### config.mk
export PLATFORM = sky130hd
export DESIGN_NAME = tcdm_strided_reader
export DESIGN_NICKNAME = d
export VERILOG_FILES = /design/src/rtl/tcdm_strided_reader_pkg.sv /design/src/rtl/tcdm_reader_fifo.sv /design/src/rtl/tcdm_strided_reader.sv
export SDC_FILE = /design/constraint.sdc
export NUM_CORES = 1
export LEC_CHECK = 0
export CORE_ASPECT_RATIO = 0.5
export CORE_MARGIN = 4
export CORE_UTILIZATION = 49
export DETAILED_ROUTE_END_ITERATION = 12
export PLACE_DENSITY = 0.84
export RECOVER_POWER = 25
export SKIP_CTS_REPAIR_TIMING = 1
export SYNTH_ARGS = -nofsm -noshare
export SYNTH_HDL_FRONTEND = slang
export SYNTH_SLANG_ARGS = --single-unit
export TNS_END_PERCENT = 50
### constraint.sdc
create_clock -name clk_i -period 3.3 [get_ports clk_i]
set_clock_uncertainty 0.05 [all_clocks]
set_input_delay 0.99 -clock clk_i [delete_from_list [all_inputs] [get_ports clk_i]]
set_output_delay 0.99 -clock clk_i [all_outputs]
set_load 0.005 [all_outputs]
### src/rtl/tcdm_strided_reader_pkg.sv
// Shared types and constants for the TCDM strided reader.
package tcdm_strided_reader_pkg;

  typedef enum logic [2:0] {
    IDLE,
    REQ,
    DRAIN,
    DONE,
    FLUSH
  } state_e;

  localparam int unsigned WORD_BYTES  = 4;
  localparam logic [3:0]  TCDM_BE_ALL = 4'hF;

endpackage

### src/rtl/tcdm_reader_fifo.sv
// Response FIFO for the strided reader: registered storage, head read from
// the array, synchronous flush, occupancy exported for credit accounting.
module tcdm_reader_fifo #(
  parameter int unsigned DEPTH   = 4,
  parameter int unsigned DATA_W  = 32,
  parameter int unsigned COUNT_W = $clog2(DEPTH + 1)
) (
  input  logic               clk_i,
  input  logic               rst_ni,
  input  logic               flush_i,
  input  logic               push_i,
  input  logic [DATA_W-1:0]  data_i,
  input  logic               pop_i,
  output logic [DATA_W-1:0]  data_o,
  output logic               empty_o,
  output logic [COUNT_W-1:0] count_o
);

  localparam int unsigned PTR_W = (DEPTH > 1) ? $clog2(DEPTH) : 1;

  logic [DATA_W-1:0]  r_mem [DEPTH];
  logic [PTR_W-1:0]   r_wr_ptr;
  logic [PTR_W-1:0]   r_rd_ptr;
  logic [COUNT_W-1:0] r_count;
  logic               w_push;
  logic               w_pop;

  function automatic logic [PTR_W-1:0] ptr_inc(input logic [PTR_W-1:0] p);
    return (p == PTR_W'(DEPTH - 1)) ? '0 : p + PTR_W'(1);
  endfunction

  assign w_pop  = pop_i && (r_count != '0);
  assign w_push = push_i && ((r_count != COUNT_W'(DEPTH)) || w_pop);

  always_ff @(posedge clk_i or negedge rst_ni) begin
    if (!rst_ni) begin
      r_wr_ptr <= '0;
      r_rd_ptr <= '0;
      r_count  <= '0;
    end else if (flush_i) begin
      r_wr_ptr <= '0;
      r_rd_ptr <= '0;
      r_count  <= '0;
    end else begin
      if (w_push) r_wr_ptr <= ptr_inc(r_wr_ptr);
      if (w_pop)  r_rd_ptr <= ptr_inc(r_rd_ptr);
      case ({w_push, w_pop})
        2'b10:   r_count <= r_count + COUNT_W'(1);
        2'b01:   r_count <= r_count - COUNT_W'(1);
        default: r_count <= r_count;
      endcase
    end
  end

  always_ff @(posedge clk_i) begin
    if (w_push && !flush_i) r_mem[r_wr_ptr] <= data_i;
  end

  assign data_o  = r_mem[r_rd_ptr];
  assign empty_o = (r_count == '0);
  assign count_o = r_count;

endmodule

### src/rtl/tcdm_strided_reader.sv
// TCDM initiator reading a 2D strided region into a valid/ready stream,
// with outstanding requests bounded by credits sized to the response FIFO.
module tcdm_strided_reader
  import tcdm_strided_reader_pkg::*;
#(
  parameter int unsigned FIFO_DEPTH = 4,
  parameter int unsigned CNT_W      = 16,
  parameter int unsigned DATA_W     = 32
) (
  input  logic              clk_i,
  input  logic              rst_ni,
  input  logic              clear_i,
  input  logic              start_i,
  input  logic [31:0]       base_addr_i,
  input  logic [CNT_W-1:0]  len_i,
  input  logic [CNT_W-1:0]  n_lines_i,
  input  logic [31:0]       stride_i,
  output logic              busy_o,
  output logic              done_o,
  output logic              tcdm_req_o,
  input  logic              tcdm_gnt_i,
  output logic [31:0]       tcdm_add_o,
  output logic              tcdm_wen_o,
  output logic [3:0]        tcdm_be_o,
  output logic [DATA_W-1:0] tcdm_data_o,
  input  logic [DATA_W-1:0] tcdm_r_data_i,
  input  logic              tcdm_r_valid_i,
  output logic [DATA_W-1:0] stream_data_o,
  output logic              stream_valid_o,
  input  logic              stream_ready_i
);

  localparam int unsigned OUT_W = $clog2(FIFO_DEPTH + 1);

  state_e             r_state;
  state_e             w_state_nxt;
  logic [31:0]        r_line_base;
  logic [31:0]        r_stride;
  logic [CNT_W-1:0]   r_len;
  logic [CNT_W-1:0]   r_n_lines;
  logic [CNT_W-1:0]   r_word;
  logic [CNT_W-1:0]   r_line;
  logic [OUT_W-1:0]   r_outst;
  logic               r_hold;
  logic               r_done;

  logic               w_start;
  logic               w_req;
  logic               w_grant;
  logic               w_credit;
  logic               w_last_word;
  logic               w_last_line;
  logic               w_push;
  logic               w_pop;
  logic               w_fifo_empty;
  logic [OUT_W-1:0]   w_fifo_count;
  logic [OUT_W:0]     w_used;
  logic [DATA_W-1:0]  w_fifo_data;

  assign w_used      = {1'b0, r_outst} + {1'b0, w_fifo_count};
  assign w_credit    = (w_used < (OUT_W + 1)'(FIFO_DEPTH));
  assign w_last_word = (r_word == r_len - CNT_W'(1));
  assign w_last_line = (r_line == r_n_lines - CNT_W'(1));
  assign w_start     = (r_state == IDLE) && start_i && !clear_i;
  assign w_grant     = w_req && tcdm_gnt_i;
  assign w_push      = tcdm_r_valid_i && (r_state != FLUSH) && !clear_i;
  assign w_pop       = stream_valid_o && stream_ready_i;

  // A raised request keeps its reserved credit (r_hold) until granted, so
  // address and request never retract even if occupancy changes meanwhile.
  always_comb begin
    w_state_nxt = r_state;
    w_req       = 1'b0;
    case (r_state)
      IDLE: begin
        if (start_i) w_state_nxt = (len_i == '0 || n_lines_i == '0) ? DONE : REQ;
      end
      REQ: begin
        w_req = r_hold || w_credit;
        if (w_req && tcdm_gnt_i && w_last_word && w_last_line) w_state_nxt = DRAIN;
      end
      DRAIN: begin
        if (r_outst == '0 && w_fifo_empty) w_state_nxt = DONE;
      end
      DONE:    w_state_nxt = IDLE;
      FLUSH: begin
        if (r_outst == '0) w_state_nxt = IDLE;
      end
      default: w_state_nxt = IDLE;
    endcase
    if (clear_i) begin
      w_req       = 1'b0;
      w_state_nxt = (r_outst != '0) ? FLUSH : IDLE;
    end
  end

  always_ff @(posedge clk_i or negedge rst_ni) begin
    if (!rst_ni) begin
      r_state     <= IDLE;
      r_line_base <= '0;
      r_stride    <= '0;
      r_len       <= '0;
      r_n_lines   <= '0;
      r_word      <= '0;
      r_line      <= '0;
      r_outst     <= '0;
      r_hold      <= 1'b0;
      r_done      <= 1'b0;
    end else begin
      r_state <= w_state_nxt;
      r_hold  <= w_req && !tcdm_gnt_i;
      // done is registered off the DONE state, landing one cycle after it
      r_done  <= (r_state == DONE) && !clear_i;

      case ({w_grant, tcdm_r_valid_i})
        2'b10:   r_outst <= r_outst + OUT_W'(1);
        2'b01:   if (r_outst != '0) r_outst <= r_outst - OUT_W'(1);
        default: r_outst <= r_outst;
      endcase

      if (w_start) begin
        r_line_base <= base_addr_i;
        r_stride    <= stride_i;
        r_len       <= len_i;
        r_n_lines   <= n_lines_i;
        r_word      <= '0;
        r_line      <= '0;
      end else if (w_grant) begin
        if (w_last_word) begin
          r_word      <= '0;
          r_line_base <= r_line_base + r_stride;
          r_line      <= r_line + CNT_W'(1);
        end else begin
          r_word <= r_word + CNT_W'(1);
        end
      end
    end
  end

  tcdm_reader_fifo #(
    .DEPTH   (FIFO_DEPTH),
    .DATA_W  (DATA_W),
    .COUNT_W (OUT_W)
  ) u_fifo (
    .clk_i   (clk_i),
    .rst_ni  (rst_ni),
    .flush_i (clear_i),
    .push_i  (w_push),
    .data_i  (tcdm_r_data_i),
    .pop_i   (w_pop),
    .data_o  (w_fifo_data),
    .empty_o (w_fifo_empty),
    .count_o (w_fifo_count)
  );

  assign busy_o         = (r_state != IDLE);
  assign done_o         = r_done;
  assign tcdm_req_o     = w_req;
  assign tcdm_add_o     = r_line_base + (32'(r_word) * 32'(WORD_BYTES));
  assign tcdm_wen_o     = 1'b1;
  assign tcdm_be_o      = TCDM_BE_ALL;
  assign tcdm_data_o    = '0;
  assign stream_data_o  = w_fifo_data;
  assign stream_valid_o = !w_fifo_empty;

endmodule

# --- Word-level counts from Yosys, hierarchy flattened ---
# Memories as Yosys holds them, arrays and structs flattened.
# Cells that the tools add are included.
op_classes:
  eq_ne: 19
  n_addsub: 13
  muxes: 31
  n_reduce_logical: 38
  order_cmp: 1
op_table:
  columns: ["op", "count"]
  rows:
  - ["two-way mux 16 bit", 6]
  - ["two-way mux 32 bit", 3]
  - ["adder 16 x 1 -> 16 bit (second input constant)", 2]
  - ["adder 32 x 18 -> 32 bit", 1]
  - ["adder 32 bit", 1]
  - ["== test 16 bit", 2]
  - ["logical NOT 16 bit", 2]
  - ["subtractor 16 x 1 -> 16 bit (second input constant)", 2]
  - ["two-way mux 3 bit", 8]
  - ["inequality test 3 bit (second input constant)", 6]
  - ["logical AND 1 bit", 15]
  - ["two-way mux 2 bit", 7]
  - ["one-hot mux 3 bit (2 select lines)", 2]
  - ["one-hot mux 3 bit (4 select lines)", 1]
  - ["nonzero test 3 bit", 4]
  - ["nonzero test 2 bit", 5]
  - ["logical NOT 3 bit", 3]
  - ["== test 2 bit (second input constant)", 4]
  - ["adder 3 x 1 -> 3 bit (second input constant)", 2]
  - ["== test 3 x 2 -> 1 bit (second input constant)", 2]
  - ["subtractor 3 x 1 -> 3 bit (second input constant)", 2]
  - ["adder 2 x 1 -> 2 bit (second input constant)", 2]
  - ["adder 3 x 3 -> 4 bit", 1]
  - ["== test 2 x 1 -> 1 bit (second input constant)", 2]
  - ["9 further kinds", 17]
totals:
  elab_cells: 116
  output_inout_bits: 105
  mem_count: 1
  regBits: 143
  inputBits: 135
  ramBits: 128
memory_table:
  columns: ["name", "words", "width", "rd", "rd_clocked_by_memory_dff", "write_ports", "line_no", "text"]
  rows:
  - ["u_fifo.r_mem", 4, 32, 1, 0, 1, "tcdm_reader_fifo.sv:21", "logic [DATA_W-1:0] r_mem [DEPTH];"]

# --- Depth between registers and ports, before layout ---
depth:
  word_depth: 9
  ltp_mapped: 13
  depth_no_buf: 12

# --- Modules after synthesis ---
# From an unflattened synthesis, not the netlist that was laid out.
unflattened:
  cells_unflattened: 1467
  hier_area_um2: 15059.4
by_module_without_submodules:
  columns: ["module", "seq_area_each_um2", "cells_per_inst", "area_each_um2", "n_inst"]
  rows:
  - ["tcdm_strided_reader", 3403.3, 1234, 9868.2, 1]
  - ["tcdm_reader_fifo", 4018.9, 233, 5191.2, 1]

# --- Least setup slack after synthesis ---
# No wires, ideal clock.
synth_timing:
  path_kind: "flip-flop to output port"
  startpoint: "register r_word[0]"
  endpoint: "output tcdm_add_o[20]"
  stages_incl_launch_ff: 13
  required_ns: 2.260
  slack_ns: -0.209
  path_buffers: 0
  arrival_ns: 2.469
  cell_sequence: "dfrtp_1 -> ha_1 -> inv_1 -> fa_1 -> nor2b_1 -> o21ai_0 -> a21boi_0 -> o21ai_0 -> a21oi_1 -> a21o_1 -> o211ai_1 -> nor2_1 -> xor2_1"
synth_between:
  elab_chain_len: 1
synth_rtl:
  columns: ["element", "line_no", "text"]
  rows:
  - ["start, declared", "tcdm_strided_reader.sv:41", "logic [CNT_W-1:0] r_word;"]
  - ["start signal, assigned", "tcdm_strided_reader.sv:134", "r_word <= r_word + CNT_W'(1);"]
  - ["adder 32 x 18 -> 32 bit", "tcdm_strided_reader.sv:159", "assign tcdm_add_o = r_line_base + (32'(r_word) * 32'(WORD_BYTES));"]
  - ["end, declared", "tcdm_strided_reader.sv:22", "output logic [31:0] tcdm_add_o,"]
# No other way between the ends.

# --- Worst setup path after layout ---
layout_timing:
  startpoint: "register r_line_base[2]"
  endpoint: "output tcdm_add_o[20]"
layout_between:
  elab_chain_len: 1
layout_rtl:
  columns: ["element", "line_no", "text"]
  rows:
  - ["start, declared", "tcdm_strided_reader.sv:37", "logic [31:0] r_line_base;"]
  - ["start signal, assigned", "tcdm_strided_reader.sv:122", "r_line_base <= base_addr_i;"]
  - ["start signal, assigned", "tcdm_strided_reader.sv:131", "r_line_base <= r_line_base + r_stride;"]
  - ["adder 32 x 18 -> 32 bit", "tcdm_strided_reader.sv:159", null]
# No other way between the ends.

==> flow_summary.yaml <==
sta:
  setup_violations: 26
  final_max_slew_viol_count: 36
  rsz0062_at_grt: "yes"
  fin_crit_sh: 1.31
  max_slew_margin: -0.294
  tightest_slew_ps: 1940
  layout_min_cycle_time_ps: 4320
  hold_viol: 0
  max_freq_mhz: 231
  setup_ws_ps: -1020
die:
  ios: 240
  dieHeight_um: 132
  die_w_um: 256
  dieArea_um2: 33800
  core-area_um2: 30300
  start_util: 0.498
  rows: 45
clock_network:
  clk_path_buf_depth: 3
  numCtsBuffers: 25
  clock_latency_ps: 550
  htree_levels: 1
  path_clk_slew_ps: 70
  clock_tree.root_cell: "clkbuf_16"
  cts_sinks: 271
  cts_tree: "done"
placed_design:
  pre_cts_ws_ps: -671
  gp_congestion: 0.952
  hpwl_um: 28800
  place_area_um2: 18300
  numPortBuffers: 202
finish:
  drive_gt1_frac: 0.181
  nNetsFinal: 1976
  final_cell_mix: "nand2_1, dfrtp_1, clkdlybuf4s50_1"
  syn_to_final_growth_pct: 30.1
  fin_area_um2: 19600
  final_core_util: 0.647
  layout_commonest_cell: "nand2_1"
logic_synthesis:
  synth.top_cells.by_area: "edfxtp_1, dfrtp_1, nand2_1"
  avgSynthCellArea_um2: 10.3
  synth_area_leader_cell: "edfxtp_1"
  synth-seq-cells: 271
  ys_warn_count: 0
  syn-cell-area_um2: 15100
  synth-async-reset-ratio: 0.528
  synthFlopType: "dfrtp_1"
  synth.top_cell.area_share: 0.255
  synth_cell_types: 72
  ys_seq_area_frac: 0.492
  syn_inst: 1463
  synth_edf_count: 128
setup_path:
  worst-setup-path-type: "reg2out"
  rr_worst_depth: 9
  reg2reg_slack_ps: 140
  path_cells: "ha_2 > inv_2 > fa_2 > nor2b_2 > o21ai_2 > a21boi_2 > o21ai_2 > a21oi_2 > a21o_1 > o211ai_1 > buf_4 > buf_12 > buf_4 > nor2_4 > xor2_2 > buf_2"
  r2r_end: "r_line_base[31]"
  worst_path_dominant_cell_family: "compound AO/OA/AOI/OAI gates"
  crit_end: "tcdm_add_o[20]"
  path_depth: 16
  cp-start-kind: "flop"
  critPathMaxFanout: 4
  worstPathArrival_ps: 3280
  reg2reg_from: "r_len[9]"
  cp.required_ps: 2260
  startpoint: "r_line_base[2]"
  max_stage_delay_ps: 360
  cp-end-kind: "output pin"
  worstPathBufferInverterCount: 5
  slowest_stage: "dfrtp_1"
status:
  status: "complete, but fails checks"
  failed_checks: "capacitance limit, slew limit, setup timing"
grt:
  overflow: 0
  grt_pass1_wl_um: 62100
  grt_pass1_vias: 11700
  grt_max_degree: 58
  grtUsageTotal: 0.225
  antenna_found_initial: 1
routing:
  dr.pass1.iters: 7
  ant_nets: 0
  vias_per_cell: 5.57
  first_iter_violations: 1060
  wire_per_inst_um: 18.3
  drc_errors: 0
  wl_um: 40200
  via_count: 12200
pwr:
  power.total_mw: 15.6
  pwr_density_cell_nw_per_um2: 795
  ir_drop_uv: 609
  p_leak_nw: 8.56
worst_hold_path:
  holdPathStages: 2
  hold_path.class: "reg2reg"
flow_run:
  cap_viol_max_count: 1
## kinds of logic after synthesis
group           after synthesis  share of synthesized area
compound gates              256                      0.106
xor+xnor                    105                     0.0610
fa+ha+maj                    62                     0.0535
buf+inv                     138                     0.0453
flops                       271                      0.492
mux                          54                     0.0634
other cells                   2                   0.000498
simple gates                575                      0.178
## worst min-delay path by stage
| stage | endpoint | start |
|---|---|---|
| 6_report | r_stride[18] | r_stride[18] |
| 2_1_floorplan | r_stride[0] | r_stride[0] |
| 3_3_place_gp | r_stride[18] | r_stride[18] |
| 5_1_grt | r_stride[8] | r_stride[8] |
| 4_1_cts | u_fifo.count_o[2] | rst_ni |
| 3_5_place_dp | r_stride[18] | r_stride[18] |
## per-layer routing
metal  GRT usage  routed length [um]  vias to the layer above
met4      0.0456                 969                        0
met1       0.308               17100                     5997
met3      0.0338                2260                       62
met5           0                   0                        -
met2       0.386               19900                      387
li1            -                   -                     5785
## Yosys cell counts, drive strengths merged (7+ instances only)
cell and n:
edfxtp 128, nor3 38, a211oi 8, o21ai 74
nand4 15, a21o 20, inv 40, xor2 41
mux2i 19, nor4 17, clkbuf 48, o211ai 7
and2 9, o31ai 7, and3 20, nand2 277
dfrtp 143, or3 21, o2111ai 7, buf 50
xnor2 64, nor2 90, ha 58, nand3 36
o21a 8, mux4 33, a31oi 15, nor2b 13
a21oi 75
## per-stage QoR
stage	TNS [ps]	cells	hold slack, ps
3_3_place_gp	-12510	2136	415
5_1_grt	-20200	2197	452
6_report	-15830	2197	428
4_1_cts	-30400	2181	267
2_1_floorplan	-124	1498	400
3_5_place_dp	-14740	2136	417
## worst reg2reg max path: stages, from the launching register on
cell	delay (ps)
dfrtp_1	400
or3_4	410
or3_4	350
nor3_2	200
o2111ai_2	180
nor4b_4	380
nand4_4	190
buf_12	200
or4_1	510
a31oi_1	180
## final cells by class
type,instances,area (um2)
Clock buffer,35,683
Inverter,40,150
Tap cell,399,499
Sequential cell,271,7430
Multi-Input combinational cell,1089,7490
Clock inverter,10,96.3
Antenna cell,1,2.50
Timing Repair Buffer,352,3260
Fill cell,2275,10700
## report_power, final
part	leakage (nW)	internal, mW	switching [mW]	total, mW
sequential	2.98	4.30	0.767	5.07
clock	0.370	1.54	1.29	2.83
combinational	5.21	3.74	3.95	7.69
total	8.56	9.58	6.01	15.6
## state kept, by name (all words and copies together) (netlist names)
signal / count
u_fifo.r_mem: 128
r_outst: 3
r_word: 16
u_fifo.r_rd_ptr: 2
u_fifo.r_wr_ptr: 2
r_hold: 1
r_stride: 32
r_line: 16
r_state: 3
r_len: 16
r_line_base: 32
r_n_lines: 16
u_fifo.count_o: 3
done_o: 1
Note: power is estimated with default switching activity, not from simulation.
